`src/rtl/seq_divider.sv`:
```
// seq_divider: multi-cycle restoring divider (one quotient bit per clock).
// Flow: IDLE -> CALC (WIDTH steps) -> DONE -> IDLE. A zero divisor
// skips CALC and goes straight to DONE.
// out_valid is a one-cycle pulse on the clock after DONE. The result
// registers hold their value until the next result is written.
// Optional macro DIV_SIGNED_EN adds a signed_op input for two's-complement
// division. Signed division runs the unsigned core on magnitudes and then
// fixes the signs of the results.
module seq_divider #(
  parameter int WIDTH = 32
) (
  input  logic             clk,
  input  logic             rst,
  input  logic             start,
  input  logic [WIDTH-1:0] dividend,
  input  logic [WIDTH-1:0] divisor,
`ifdef DIV_SIGNED_EN
  input  logic             signed_op,
`endif
  output logic             busy,
  output logic             out_valid,
  output logic [WIDTH-1:0] quotient,
  output logic [WIDTH-1:0] remainder,
  output logic             div_by_zero
);

  localparam int CNT_W = $clog2(WIDTH) + 1;
  localparam logic [CNT_W-1:0] LAST_STEP = CNT_W'(WIDTH - 1);

  typedef enum logic [1:0] {
    IDLE = 2'd0,
    CALC = 2'd1,
    DONE = 2'd2
  } state_t;

  state_t             state_reg;
  logic [CNT_W-1:0]   cnt_reg;
  logic [WIDTH-1:0]   rem_reg;
  logic [WIDTH-1:0]   quo_reg;
  logic [WIDTH-1:0]   dvs_reg;
  logic               neg_quo_reg;
  logic               neg_rem_reg;
  logic               dz_reg;
  logic               busy_reg;
  logic               out_valid_reg;
  logic [WIDTH-1:0]   quotient_reg;
  logic [WIDTH-1:0]   remainder_reg;
  logic               div_by_zero_reg;

  logic               op_signed;
  logic               dividend_neg;
  logic               divisor_neg;
  logic [WIDTH-1:0]   dividend_mag;
  logic [WIDTH-1:0]   divisor_mag;
  logic [WIDTH:0]     trial;
  logic [WIDTH:0]     diff;
  logic [WIDTH-1:0]   rem_next;
  logic [WIDTH-1:0]   quo_next;
  logic [WIDTH-1:0]   quo_final;
  logic [WIDTH-1:0]   rem_final;

`ifdef DIV_SIGNED_EN
  assign op_signed = signed_op;
`else
  assign op_signed = 1'b0;
`endif

  // Operand magnitudes for the unsigned core. Negating MIN gives MIN,
  // which is still the correct unsigned magnitude.
  always_comb begin
    dividend_neg = op_signed & dividend[WIDTH-1];
    divisor_neg  = op_signed & divisor[WIDTH-1];
    dividend_mag = dividend_neg ? (~dividend + 1'b1) : dividend;
    divisor_mag  = divisor_neg  ? (~divisor  + 1'b1) : divisor;
  end

  // One restoring step. Shift {rem, quo} left by one bit, then
  // trial-subtract the divisor. When there is no borrow, the partial
  // remainder was >= divisor: keep the difference and shift in a 1.
  always_comb begin
    trial    = {rem_reg, quo_reg[WIDTH-1]};
    diff     = trial - {1'b0, dvs_reg};
    rem_next = trial[WIDTH-1:0];
    quo_next = {quo_reg[WIDTH-2:0], 1'b0};
    if (!diff[WIDTH]) begin
      rem_next = diff[WIDTH-1:0];
      quo_next = {quo_reg[WIDTH-2:0], 1'b1};
    end
  end

  // Sign correction applied when the result is committed.
  always_comb begin
    quo_final = neg_quo_reg ? (~quo_reg + 1'b1) : quo_reg;
    rem_final = neg_rem_reg ? (~rem_reg + 1'b1) : rem_reg;
  end

  // Control FSM and datapath registers. All outputs are registered.
  always_ff @(posedge clk) begin
    if (rst) begin
      state_reg       <= IDLE;
      cnt_reg         <= '0;
      rem_reg         <= '0;
      quo_reg         <= '0;
      dvs_reg         <= '0;
      neg_quo_reg     <= 1'b0;
      neg_rem_reg     <= 1'b0;
      dz_reg          <= 1'b0;
      busy_reg        <= 1'b0;
      out_valid_reg   <= 1'b0;
      quotient_reg    <= '0;
      remainder_reg   <= '0;
      div_by_zero_reg <= 1'b0;
    end else begin
      out_valid_reg <= 1'b0;
      case (state_reg)
        IDLE: begin
          // The cycle that shows out_valid is IDLE but does not accept start.
          if (start && !out_valid_reg) begin
            cnt_reg  <= '0;
            busy_reg <= 1'b1;
            dvs_reg  <= divisor_mag;
            if (divisor == '0) begin
              rem_reg     <= dividend;
              quo_reg     <= '1;
              dz_reg      <= 1'b1;
              neg_quo_reg <= 1'b0;
              neg_rem_reg <= 1'b0;
              state_reg   <= DONE;
            end else begin
              rem_reg     <= '0;
              quo_reg     <= dividend_mag;
              dz_reg      <= 1'b0;
              neg_quo_reg <= dividend_neg ^ divisor_neg;
              neg_rem_reg <= dividend_neg;
              state_reg   <= CALC;
            end
          end
        end
        CALC: begin
          rem_reg <= rem_next;
          quo_reg <= quo_next;
          cnt_reg <= cnt_reg + 1'b1;
          if (cnt_reg == LAST_STEP) begin
            state_reg <= DONE;
          end
        end
        DONE: begin
          out_valid_reg   <= 1'b1;
          quotient_reg    <= quo_final;
          remainder_reg   <= rem_final;
          div_by_zero_reg <= dz_reg;
          busy_reg        <= 1'b0;
          state_reg       <= IDLE;
        end
        default: begin
          busy_reg  <= 1'b0;
          state_reg <= IDLE;
        end
      endcase
    end
  end

  assign busy        = busy_reg;
  assign out_valid   = out_valid_reg;
  assign quotient    = quotient_reg;
  assign remainder   = remainder_reg;
  assign div_by_zero = div_by_zero_reg;

endmodule

```
`config.mk`:
```
export PLATFORM = sky130hd
export DESIGN_NAME = seq_divider
export DESIGN_NICKNAME = d
export VERILOG_FILES = /design/src/rtl/seq_divider.sv
export SDC_FILE = /design/constraint.sdc
export NUM_CORES = 1
export LEC_CHECK = 0
export ABC_AREA = 1
export ABC_CLOCK_PERIOD_IN_PS = 4730
export CAP_MARGIN = 40
export CORE_UTILIZATION = 55
export CTS_BUF_LIST = sky130_fd_sc_hd__clkbuf_8
export DETAILED_ROUTE_END_ITERATION = 6
export GPL_TIMING_DRIVEN = 0
export PLACE_DENSITY = 0.91
export SLEW_MARGIN = 20
export SYNTH_ARGS = -nofsm -noshare
export SYNTH_HDL_FRONTEND = slang
export SYNTH_SLANG_ARGS = --single-unit
```
`constraint.sdc`:
```
create_clock -name clk -period 4.73 [get_ports clk]
set_input_delay 0.946 -clock clk [delete_from_list [all_inputs] [get_ports clk]]
set_output_delay 0.946 -clock clk [all_outputs]
set_load 0.01 [all_outputs]
```
# After elaboration in Yosys (flattened, before gate mapping)
# Index checks and enable logic that the tools add are counted.
dict set report word_totals {
  regBits 172
  latch_bits 0
  mem_bits_rw 0
  rom_bits 0
  mem_count 0
}
dict set report classes {
  addsub 2
  n_mul 0
  div_mod_pow 0
  order_cmp 0
  n_eq_ne 5
  shifts 0
  mux 18
  bitwise 1
  reduce_logical 9
}
# operator n
set op_table {}
lappend op_table {{two-way mux 32 bit} 5}
lappend op_table {{one-hot mux 32 bit (2 select lines)} 2}
lappend op_table {{subtractor 33 x 32 -> 33 bit} 1}
lappend op_table {{zero test 32 bit} 1}
lappend op_table {{one-hot mux 6 bit (2 select lines)} 1}
lappend op_table {{AND reduction 2 bit} 4}
lappend op_table {{adder 6 x 1 -> 6 bit (second input constant)} 1}
lappend op_table {{equality test 6 x 5 -> 1 bit (second input constant)} 1}
lappend op_table {{two-way mux 2 bit} 3}
lappend op_table {{two-way mux 6 bit} 1}
lappend op_table {{two-way mux 1 bit} 4}
lappend op_table {{!= test 2 bit (second input constant)} 2}
lappend op_table {{one-hot mux 2 bit (2 select lines)} 1}
lappend op_table {{equality test 2 x 1 -> 1 bit (second input constant)} 1}
lappend op_table {{equality test 2 bit (second input constant)} 1}
lappend op_table {{zero test 2 bit} 1}
lappend op_table {{one-hot mux 1 bit (2 select lines)} 1}
lappend op_table {{nonzero test 2 bit} 1}
lappend op_table {{logical AND 1 bit} 1}
lappend op_table {{zero test 1 bit} 1}
lappend op_table {{inverter 1 bit} 1}

# Depth between registers and ports, before layout
# Gate-level depths: netlist (run 1).
dict set report logic_depth {
  ltp_word 4
  depth_mapped 18
}

# Least setup slack after synthesis (run 1)
# No wires, ideal clock.
dict set report synth_timing {
  path_type {input to register}
  from {input divisor[0]}
  to {register rem_reg[12]}
  arrival_ns 2.115
  required_time_ns 4.664
  slack_ns 2.548
  cell_stages 6
  n_path_buf 1
  cell_sequence {nor4_1 nand4_1 nor2_2 clkbuf_1 a31oi_1 a21oi_2}
}
dict set report synth_between {
  elab_chain_len 4
}
# element line
set synth_rtl {}
lappend synth_rtl {{start, declared} 16} ;# input logic [WIDTH-1:0] divisor,
lappend synth_rtl {{zero test 32 bit} 122} ;# if (divisor == '0) begin
lappend synth_rtl {{two-way mux 32 bit} 122}
lappend synth_rtl {{two-way mux 32 bit} 118} ;# if (start && !out_valid_reg) begin
lappend synth_rtl {{one-hot mux 32 bit (2 select lines)} 115} ;# case (state_reg)
lappend synth_rtl {{end signal, assigned} 123} ;# rem_reg <= dividend;
lappend synth_rtl {{end signal, assigned} 140} ;# rem_reg <= rem_next;
lappend synth_rtl {{end, declared} 38} ;# logic [WIDTH-1:0] rem_reg;
# No other way between the ends. The select of a mux whose other input is x is not followed.
# A chain may end at the register's enable or synchronous reset.

# Worst setup path in the final report (run 1)
dict set report layout_timing {
  from {input divisor[0]}
  to {register quo_reg[26]}
}
dict set report layout_between {
  elab_chain_len 4
}
# element line
set layout_rtl {}
lappend layout_rtl {{zero test 32 bit} 122}
lappend layout_rtl {{two-way mux 32 bit} 122}
lappend layout_rtl {{two-way mux 32 bit} 118}
lappend layout_rtl {{one-hot mux 32 bit (2 select lines)} 115}
lappend layout_rtl {{end signal, assigned} 131} ;# quo_reg <= dividend_mag;
lappend layout_rtl {{end signal, assigned} 141} ;# quo_reg <= quo_next;
lappend layout_rtl {{end, declared} 39} ;# logic [WIDTH-1:0] quo_reg;
# No other way between the ends. The select of a mux whose other input is x is not followed.

==> PnR_summary.wiki, run 1 <==
{| class="wikitable"
! Metric !! Value
|-
| Remaining routing DRC violations || 9
|-
| Final standard cell count with taps included and fillers excluded || 1903
|-
| Synthesized netlist net count || 1613
|-
| Arrival @ worst endpoint || 3.40 ns
|-
| Per-cell via count in the routed design || 5.67
|-
| Number of flops mapped to enable cells by yosys || 0
|-
| Max_cap viols || 0
|-
| Violations in the final reports || DRC
|-
| Residual antenna-violating net count after detailed routing || 0
|-
| Number of buffers on the longest clock path || 2
|-
| Syn Area/Cell || 6.58 µm²
|-
| First-pass GRT wire length || 50.4 mm
|-
| Area growth from synthesis to layout || 20.5%
|-
| Worst Path Required || 5.14 ns
|-
| Count of vias placed by the detailed router || 10794
|-
| Unrepaired setup endpoints after global routing || false
|-
| Horiz. Die Dim || about 140 µm
|-
| Overall die height || 136 µm
|-
| Clock buffers created by TritonCTS || 17
|-
| Share of synthesized registers carrying an async set or reset || 0%
|-
| Worst hold stages || 2
|-
| Ratio of total power to cell area || 777 mW/mm²
|-
| Fraction of final layout cells with drive strength greater than 1 || slightly above 7%
|-
| Final Slew Violations || 0
|-
| Latest clock arrival within the worst-skew pair || 0.50 ns
|-
| Summed instance area of the synthesized netlist || a little under 0.01 mm²
|-
| CTS root buffer || sky130_fd_sc_hd__clkbuf_8
|-
| Proportion of synthesized chip area in sequential cells || 34.6%
|-
| Period utilisation layout || 63.4%
|-
| Number of iterations in the first detailed-routing pass || 7
|-
| PostCTS Resize Cnt || 0
|-
| Clock-pin slew reported for the worst setup and hold paths after clock tree synthesis || 0.10 ns
|-
| Initial DRC Count || 1227
|-
| Initial core utilization || 56.9%
|-
| Post-cts hold buffer count || 0
|-
| Worst setup path category || input port to flop
|-
| TritonCTS sink count || 172
|-
| CTS tree || done
|-
| Most instantiated flip-flop cell in the synthesis netlist || sky130_fd_sc_hd__dfxtp_1
|-
| Net count of the finished layout || 1766
|-
| Number of rows in the core area || 48
|-
| Number of antenna violations at the first check in global routing || 0
|-
| Kind of end point of the critical path || flop
|-
| Inserted Diodes || 0
|-
| Highest achievable clock rate || 334 MHz
|-
| WL/cell || between 15 and 20 µm
|-
| Aggregate negative setup slack || 0 ns
|-
| Worst max-slew margin expressed relative to the limit || around 53%
|-
| Total global-route track usage || 35.6%
|-
| Final HPWL DP || ~25 mm
|-
| Number of cells traversed by the worst register-to-register path || 16
|-
| Final worst path period need || 3.00 ns
|-
| Number of hold violations in the final report || 0
|-
| Count of input and output buffers || between 100 and 150
|-
| Post-CTS setup repair buffer count || 0
|-
| Total of warnings raised by yosys || 0
|-
| Type of the tightest min-delay check || flop to flop
|-
| Worst slack, placed || 1.40 ns
|-
| Die footprint || about 0.019 mm²
|-
| Final design area excluding fillers || 0.0120 mm²
|-
| Element type at the critical path start || input port
|-
| Layout Utilization || between 60% and 70%
|-
| Leakage || 5.52 nW
|-
| Pin count of the biggest net entering global routing || 19
|-
| Overflow left after global routing || 0
|-
| Count of unique library cells instantiated by Yosys || just over 40
|-
| H-tree level count || 4
|-
| Total of endpoints with negative setup slack in the final report || 0
|-
| Outcome || finished, violations left
|-
| Tightest hold margin || 0.472 ns
|-
| Final Skew || between 0.02 and 0.025 ns
|-
| Cell count after placement || approximately 1900
|-
| Final routed wirelength across all metal layers || 32.9 mm
|-
| Slew at the pin with the worst max-slew slack || ~0.71 ns
|-
| Worst VDD drop || 344 µV
|-
| PnR Total Power || 9.31 mW
|-
| Post-synthesis instance total || 1512
|-
| Post-route worst setup slack || between 1.5 and 2 ns
|-
| Weighted congestion at the end of routability-driven global placement || 1.05
|-
| Vias in the first global route || 9899
|-
| Top Ports || 134
|-
| Instance area at placement || 0.0116 mm²
|-
| Maximum fanout encountered on the critical timing path || 10
|-
| Synthesis-stage register bit count || 172
|-
| Core Area || approximately 0.017 mm²
|}
-- cell usage after synthesis (all sizes together) (2+ instances only) --
library cell / n / share of area [%]
a21oi: 120 / 7.0
nand3: 93 / 5.3
inv: 222 / 8.4
a221oi: 2 / 0.18
dfxtp: 172 / 35
o21ai: 138 / 6.9
nand4: 9 / 0.57
nand3b: 2 / 0.15
clkbuf: 62 / 2.3
a31oi: 33 / 2.1
o21bai: 2 / 0.15
nor4: 8 / 0.50
buf: 16 / 1.1
ha: 33 / 4.2
o211ai: 2 / 0.15
a41oi: 28 / 2.5
xor2: 14 / 1.2
nor3: 5 / 0.25
and3: 2 / 0.13
nor2: 132 / 5.2
nand2: 409 / 16
and2: 2 / 0.13
-- where the power goes --
part | internal (mW) | switching (mW) | leakage, nW
logic | 2.01 | 4.04 | 3.90
registers | 1.87 | 0.282 | 1.41
clock network | 0.461 | 0.651 | 0.211
total | 4.34 | 4.98 | 5.52
-- placed cells by master, fill, tap and decap left out, types with 3 or more instances in the layout --
cell / n
sky130_fd_sc_hd__a21oi_1: 99
sky130_fd_sc_hd__a21oi_2: 19
sky130_fd_sc_hd__a31oi_1: 33
sky130_fd_sc_hd__a41oi_1: 28
sky130_fd_sc_hd__buf_2: 9
sky130_fd_sc_hd__buf_6: 6
sky130_fd_sc_hd__clkbuf_1: 62
sky130_fd_sc_hd__clkbuf_8: 18
sky130_fd_sc_hd__clkdlybuf4s50_1: 133
sky130_fd_sc_hd__dfxtp_1: 172
sky130_fd_sc_hd__ha_1: 33
sky130_fd_sc_hd__inv_1: 211
sky130_fd_sc_hd__inv_2: 11
sky130_fd_sc_hd__inv_6: 6
sky130_fd_sc_hd__inv_8: 3
sky130_fd_sc_hd__nand2_1: 386
sky130_fd_sc_hd__nand2_2: 15
sky130_fd_sc_hd__nand2_4: 8
sky130_fd_sc_hd__nand3_1: 82
sky130_fd_sc_hd__nand3_2: 10
sky130_fd_sc_hd__nand4_1: 9
sky130_fd_sc_hd__nor2_1: 125
sky130_fd_sc_hd__nor2_2: 6
sky130_fd_sc_hd__nor3_1: 5
sky130_fd_sc_hd__nor4_1: 8
sky130_fd_sc_hd__o21ai_0: 136
sky130_fd_sc_hd__xor2_1: 14
-- per-layer routing --
metal  vias up  GRT usage, %  routed length [µm]
met5         -             0                   0
met3       123          8.02                3460
met1      4878          46.9               13900
met4         0          17.4                1480
li1       5184             -                   -
met2       609          54.5               14100
-- final cells by class --
type / instances / area [µm²]
buffer: 78 / 345
clock buffer: 18 / 248
clock inverter: 14 / 166
fill: 1516 / 5490
inverter: 223 / 837
multi-input combinational: 1039 / 5320
sequential: 172 / 3440
tap: 225 / 282
timing repair buffer: 134 / 1340
-- final timing paths --
check	start	slack, ns	endpoint
max	divisor[0]	1.73	quo_reg[26]
min	dvs_reg[25]	0.47	dvs_reg[25]
max reg2reg	quo_reg[31]	2.16	rem_reg[31]
min reg2reg	dvs_reg[25]	0.47	dvs_reg[25]
-- logic make-up (layout without fill, tap and decap cells) --
logic type	count (synthesis)	after routing	synth area share [%]
buffers and inverters	301	467	11.9
adder cells (fa/ha/maj)	34	34	4.35
AO/OA/AOI/OAI	328	328	19.2
AND/OR/NAND/NOR	662	662	28.7
XOR/XNOR	15	15	1.32
flip-flops	172	172	34.6
-- worst max-delay path, stage by stage --
cell	delay (ns)
sky130_fd_sc_hd__clkdlybuf4s50_1	0.53
sky130_fd_sc_hd__nor4_1	0.39
sky130_fd_sc_hd__nand4_1	0.25
sky130_fd_sc_hd__nor2_2	0.44
sky130_fd_sc_hd__nand2_1	0.27
sky130_fd_sc_hd__clkbuf_1	0.32
sky130_fd_sc_hd__a41oi_1	0.25
No activity file was read; power rests on OpenSTA's default activity.
==> run 2, diff against run 1 <==
ABC_CLOCK_PERIOD_IN_PS = 3040   (was 4730)
clock period = 3.04 ns   (was 4.73 ns; I/O delays follow)
==> results of run 2 <==
Same layout as run 1 (identical final DEF). Status: finished, violations left: DRC.
Main changes from that run: setup slack after placement 1.40 ns -> 0.0465 ns; setup slack after layout 1.73 ns -> 0.381 ns; register-to-register setup slack 2.16 ns -> 0.47 ns; total power 9.31 mW -> 14.5 mW; worst IR drop on VDD 344 µV -> 535 µV
==> run 3, diff against run 2 <==
REMOVE_ABC_BUFFERS = 1   (was unset)
==> PnR_summary.wiki, run 3 (same netlist as run 1, synthesis figures left out) <==
{| class="wikitable"
! Metric !! Value
|-
| Commonest cells after routing, fill and taps aside || sky130_fd_sc_hd__nand2_1 (384), sky130_fd_sc_hd__inv_1 (210), sky130_fd_sc_hd__dfxtp_1 (172)
|-
| TritonCTS sink count || 172 (unchanged)
|-
| Endpoint of the worst register-to-register path || quo_reg[2]
|-
| Ratio of total power to cell area || 1200 mW/mm²
|-
| Count of input and output buffers || 133 (unchanged)
|-
| Worst hold stages || 2 (unchanged)
|-
| Power spent charging and discharging nets || about 7.5 mW
|-
| Most frequent standard cell in the layout excluding fill and tap cells || sky130_fd_sc_hd__nand2_1
|-
| Clock-pin slew reported for the worst setup and hold paths after clock tree synthesis || 0.10 ns (about the same)
|-
| Unrepaired setup endpoints after global routing || false
|-
| Layout Utilization || 68.5% (-0.079 points)
|-
| Setup slack, reg-to-reg || 0.24 ns
|-
| Latest clock arrival within the worst-skew pair || 0.49 ns (about the same)
|-
| Worst VDD drop || 672 µV
|-
| CTS tree || done
|-
| Element type at the critical path start || input port
|-
| Final standard cell count with taps included and fillers excluded || 1837 (-3.5%)
|-
| Worst max-slew margin expressed relative to the limit || 45.6% (-7.2 points)
|-
| Weighted congestion at the end of routability-driven global placement || 0.919 (-12%)
|-
| Fraction of final layout cells with drive strength greater than 1 || 7.75% (+0.54 points)
|-
| WL/cell || 16.5 µm (-4.7%)
|-
| Initial DRC Count || 831 (-32%)
|-
| First-pass GRT wire length || 48.4 mm (-3.9%)
|-
| Post-route worst setup slack || about 0.21 ns
|-
| Number of rows in the core area || 48 (unchanged)
|-
| Remaining routing DRC violations || 0 (-9)
|-
| Worst slack, placed || -1.01 ns
|-
| Crit path cell chain || clkdlybuf4s50_1, nor4_1, nand4_1, nor2_4, buf_16, nand2_4, a41oi_1
|-
| Filler Cells Inserted || 1483 (-2.2%)
|-
| Internal power summed over all cells || 6.84 mW
|-
| Total of endpoints with negative setup slack in the final report || 0 (unchanged)
|-
| Worst Path Required || ~3.4 ns
|-
| Per-cell via count in the routed design || 5.56 (-1.9%)
|-
| Number of buffers on the longest clock path || 2 (unchanged)
|-
| Worst setup path category || input port to flop
|-
| Critical hold path startpoint || dvs_reg[11]
|-
| Number of cells traversed by the worst register-to-register path || 10 (-6)
|-
| Clock buffers created by TritonCTS || 17 (unchanged)
|-
| Final Skew || 0.0163 ns (-0.00565 ns)
|-
| Kind of end point of the critical path || flop
|-
| Number of iterations in the first detailed-routing pass || 5 (-2)
|-
| Area growth from synthesis to layout || 20.4%
|-
| Residual antenna-violating net count after detailed routing || 0 (unchanged)
|-
| Outcome || finished, final reports clean
|-
| Final worst path period need || 2.83 ns
|-
| Combinational fraction of design power || 64.4% (-0.6 points)
|-
| H-tree level count || 4 (unchanged)
|-
| Slew at the pin with the worst max-slew slack || 0.815 ns (+0.108 ns)
|-
| Clock share of power || 12.4% (+0.5 points)
|-
| Net count of the finished layout || 1701 (-3.7%)
|-
| Period utilisation layout || between 90% and 100%
|-
| CTS root buffer || sky130_fd_sc_hd__clkbuf_8
|-
| Worst flop-to-flop path startpoint || state_reg[0]
|-
| Number of hold violations in the final report || 0 (unchanged)
|-
| Horiz. Die Dim || 136 µm (unchanged)
|-
| Highest achievable clock rate || 353 MHz
|-
| Hold path endpoint || dvs_reg[11]
|-
| Total global-route track usage || 33.4% (-2.2 points)
|-
| Final routed wirelength across all metal layers || 30.3 mm (-8.0%)
|-
| Aggregate negative setup slack || 0 ns (unchanged)
|-
| Maximum fanout encountered on the critical timing path || 32 (+22)
|-
| Core Area || 0.0175 mm² (unchanged)
|-
| Max_cap viols || 0 (unchanged)
|-
| Initial core utilization || 56.9% (unchanged)
|-
| Vias in the first global route || 9865 (-0.34%)
|-
| Final Slew Violations || 0 (unchanged)
|-
| Share of power burned in registers || 23.2% (about the same)
|-
| Arrival @ worst endpoint || 3.23 ns
|-
| Top Ports || 134 (unchanged)
|-
| Final HPWL DP || 21.2 mm (-17%)
|-
| Cell with the biggest individual delay on the critical path || sky130_fd_sc_hd__nor4_1
|-
| Die footprint || 0.0186 mm² (unchanged)
|-
| Switching share of power || 52.3%
|-
| Leakage || 5.52 nW (about the same)
|-
| Inserted Diodes || 0 (unchanged)
|-
| Overflow left after global routing || 0 (unchanged)
|-
| Count of vias placed by the detailed router || 10220 (-5.3%)
|-
| Crit path largest cell delay || 0.66 ns (+0.13 ns)
|-
| PnR Total Power || 14.3 mW
|-
| Overall die height || 136 µm (unchanged)
|-
| Cell count after placement || 1802 (-3.6%)
|-
| Number of antenna violations at the first check in global routing || 0 (unchanged)
|-
| Pin count of the biggest net entering global routing || 90 (+71)
|-
| Type of the tightest min-delay check || flop to flop
|}
-- run 3: area by class of cell --
class | count | area (µm²) | share of cell area (%)
clock inverter | 13 | 176 | 1.47
timing repair buffer | 145 | 1580 | 13.2
clock buffer | 18 | 248 | 2.07
tap | 225 | 282 | 2.35
multi-input combinational | 1041 | 5400 | 45.1
inverter | 223 | 843 | 7.05
sequential | 172 | 3440 | 28.8
-- run 3: metal layers --
metal  share of wire, %  GRT usage [%]  vias to the layer above
met2                 48           56.0                      427
met5                  0              0                        -
li1                   -              -                     5062
met1                 42           40.9                     4642
met4                3.4           15.9                        0
met3                6.6           6.52                       89
-- run 3: timing repair --
action | CTS | global route
buffers inserted | 2 | 0
hold buffers | 0 | 0
gates resized for setup | 3 | 4
gates cloned | 2 | 0
pin swaps | 3 | 0
setup endpoints to repair | 66 | 34
-- run 3: worst max-delay path by stage --
stage	startpoint	end	slack, ns
finish	divisor[0]	quo_reg[21]	0.21
detailed placement	start	rem_reg[18]	-1.01
floorplan	state_reg[1]	div_by_zero	-1.40
global route	state_reg[0]	quo_reg[17]	0.1
CTS	divisor[0]	quo_reg[21]	0.07
global placement	state_reg[1]	remainder[26]	-3.99
-- run 3: power groups by stage --
stage                     clock network [mW]  logic (mW)  registers [mW]
after detailed placement                   0        8.86            3.35
after CTS                               1.79        9.11            3.31
after floorplan                            0        6.24            3.31
final                                   1.78        9.24            3.33
after global routing                    1.88        10.4            3.38
after global placement                     0        8.48            3.32
-- run 3: per-stage QoR --
step,cell area (µm²),hold slack (ns)
6_report,12000,0.466
3_3_place_gp,11200,0.446
4_1_cts,12000,0.465
5_1_grt,12000,0.482
3_5_place_dp,11500,0.451
2_1_floorplan,9600,0.428
-- run 3: worst max-delay path, delay by kind of cell --
family | cells | cell delay (ns)
simple gates | 4 | 1.66
buf+inv | 2 | 0.67
compound gates | 1 | 0.28
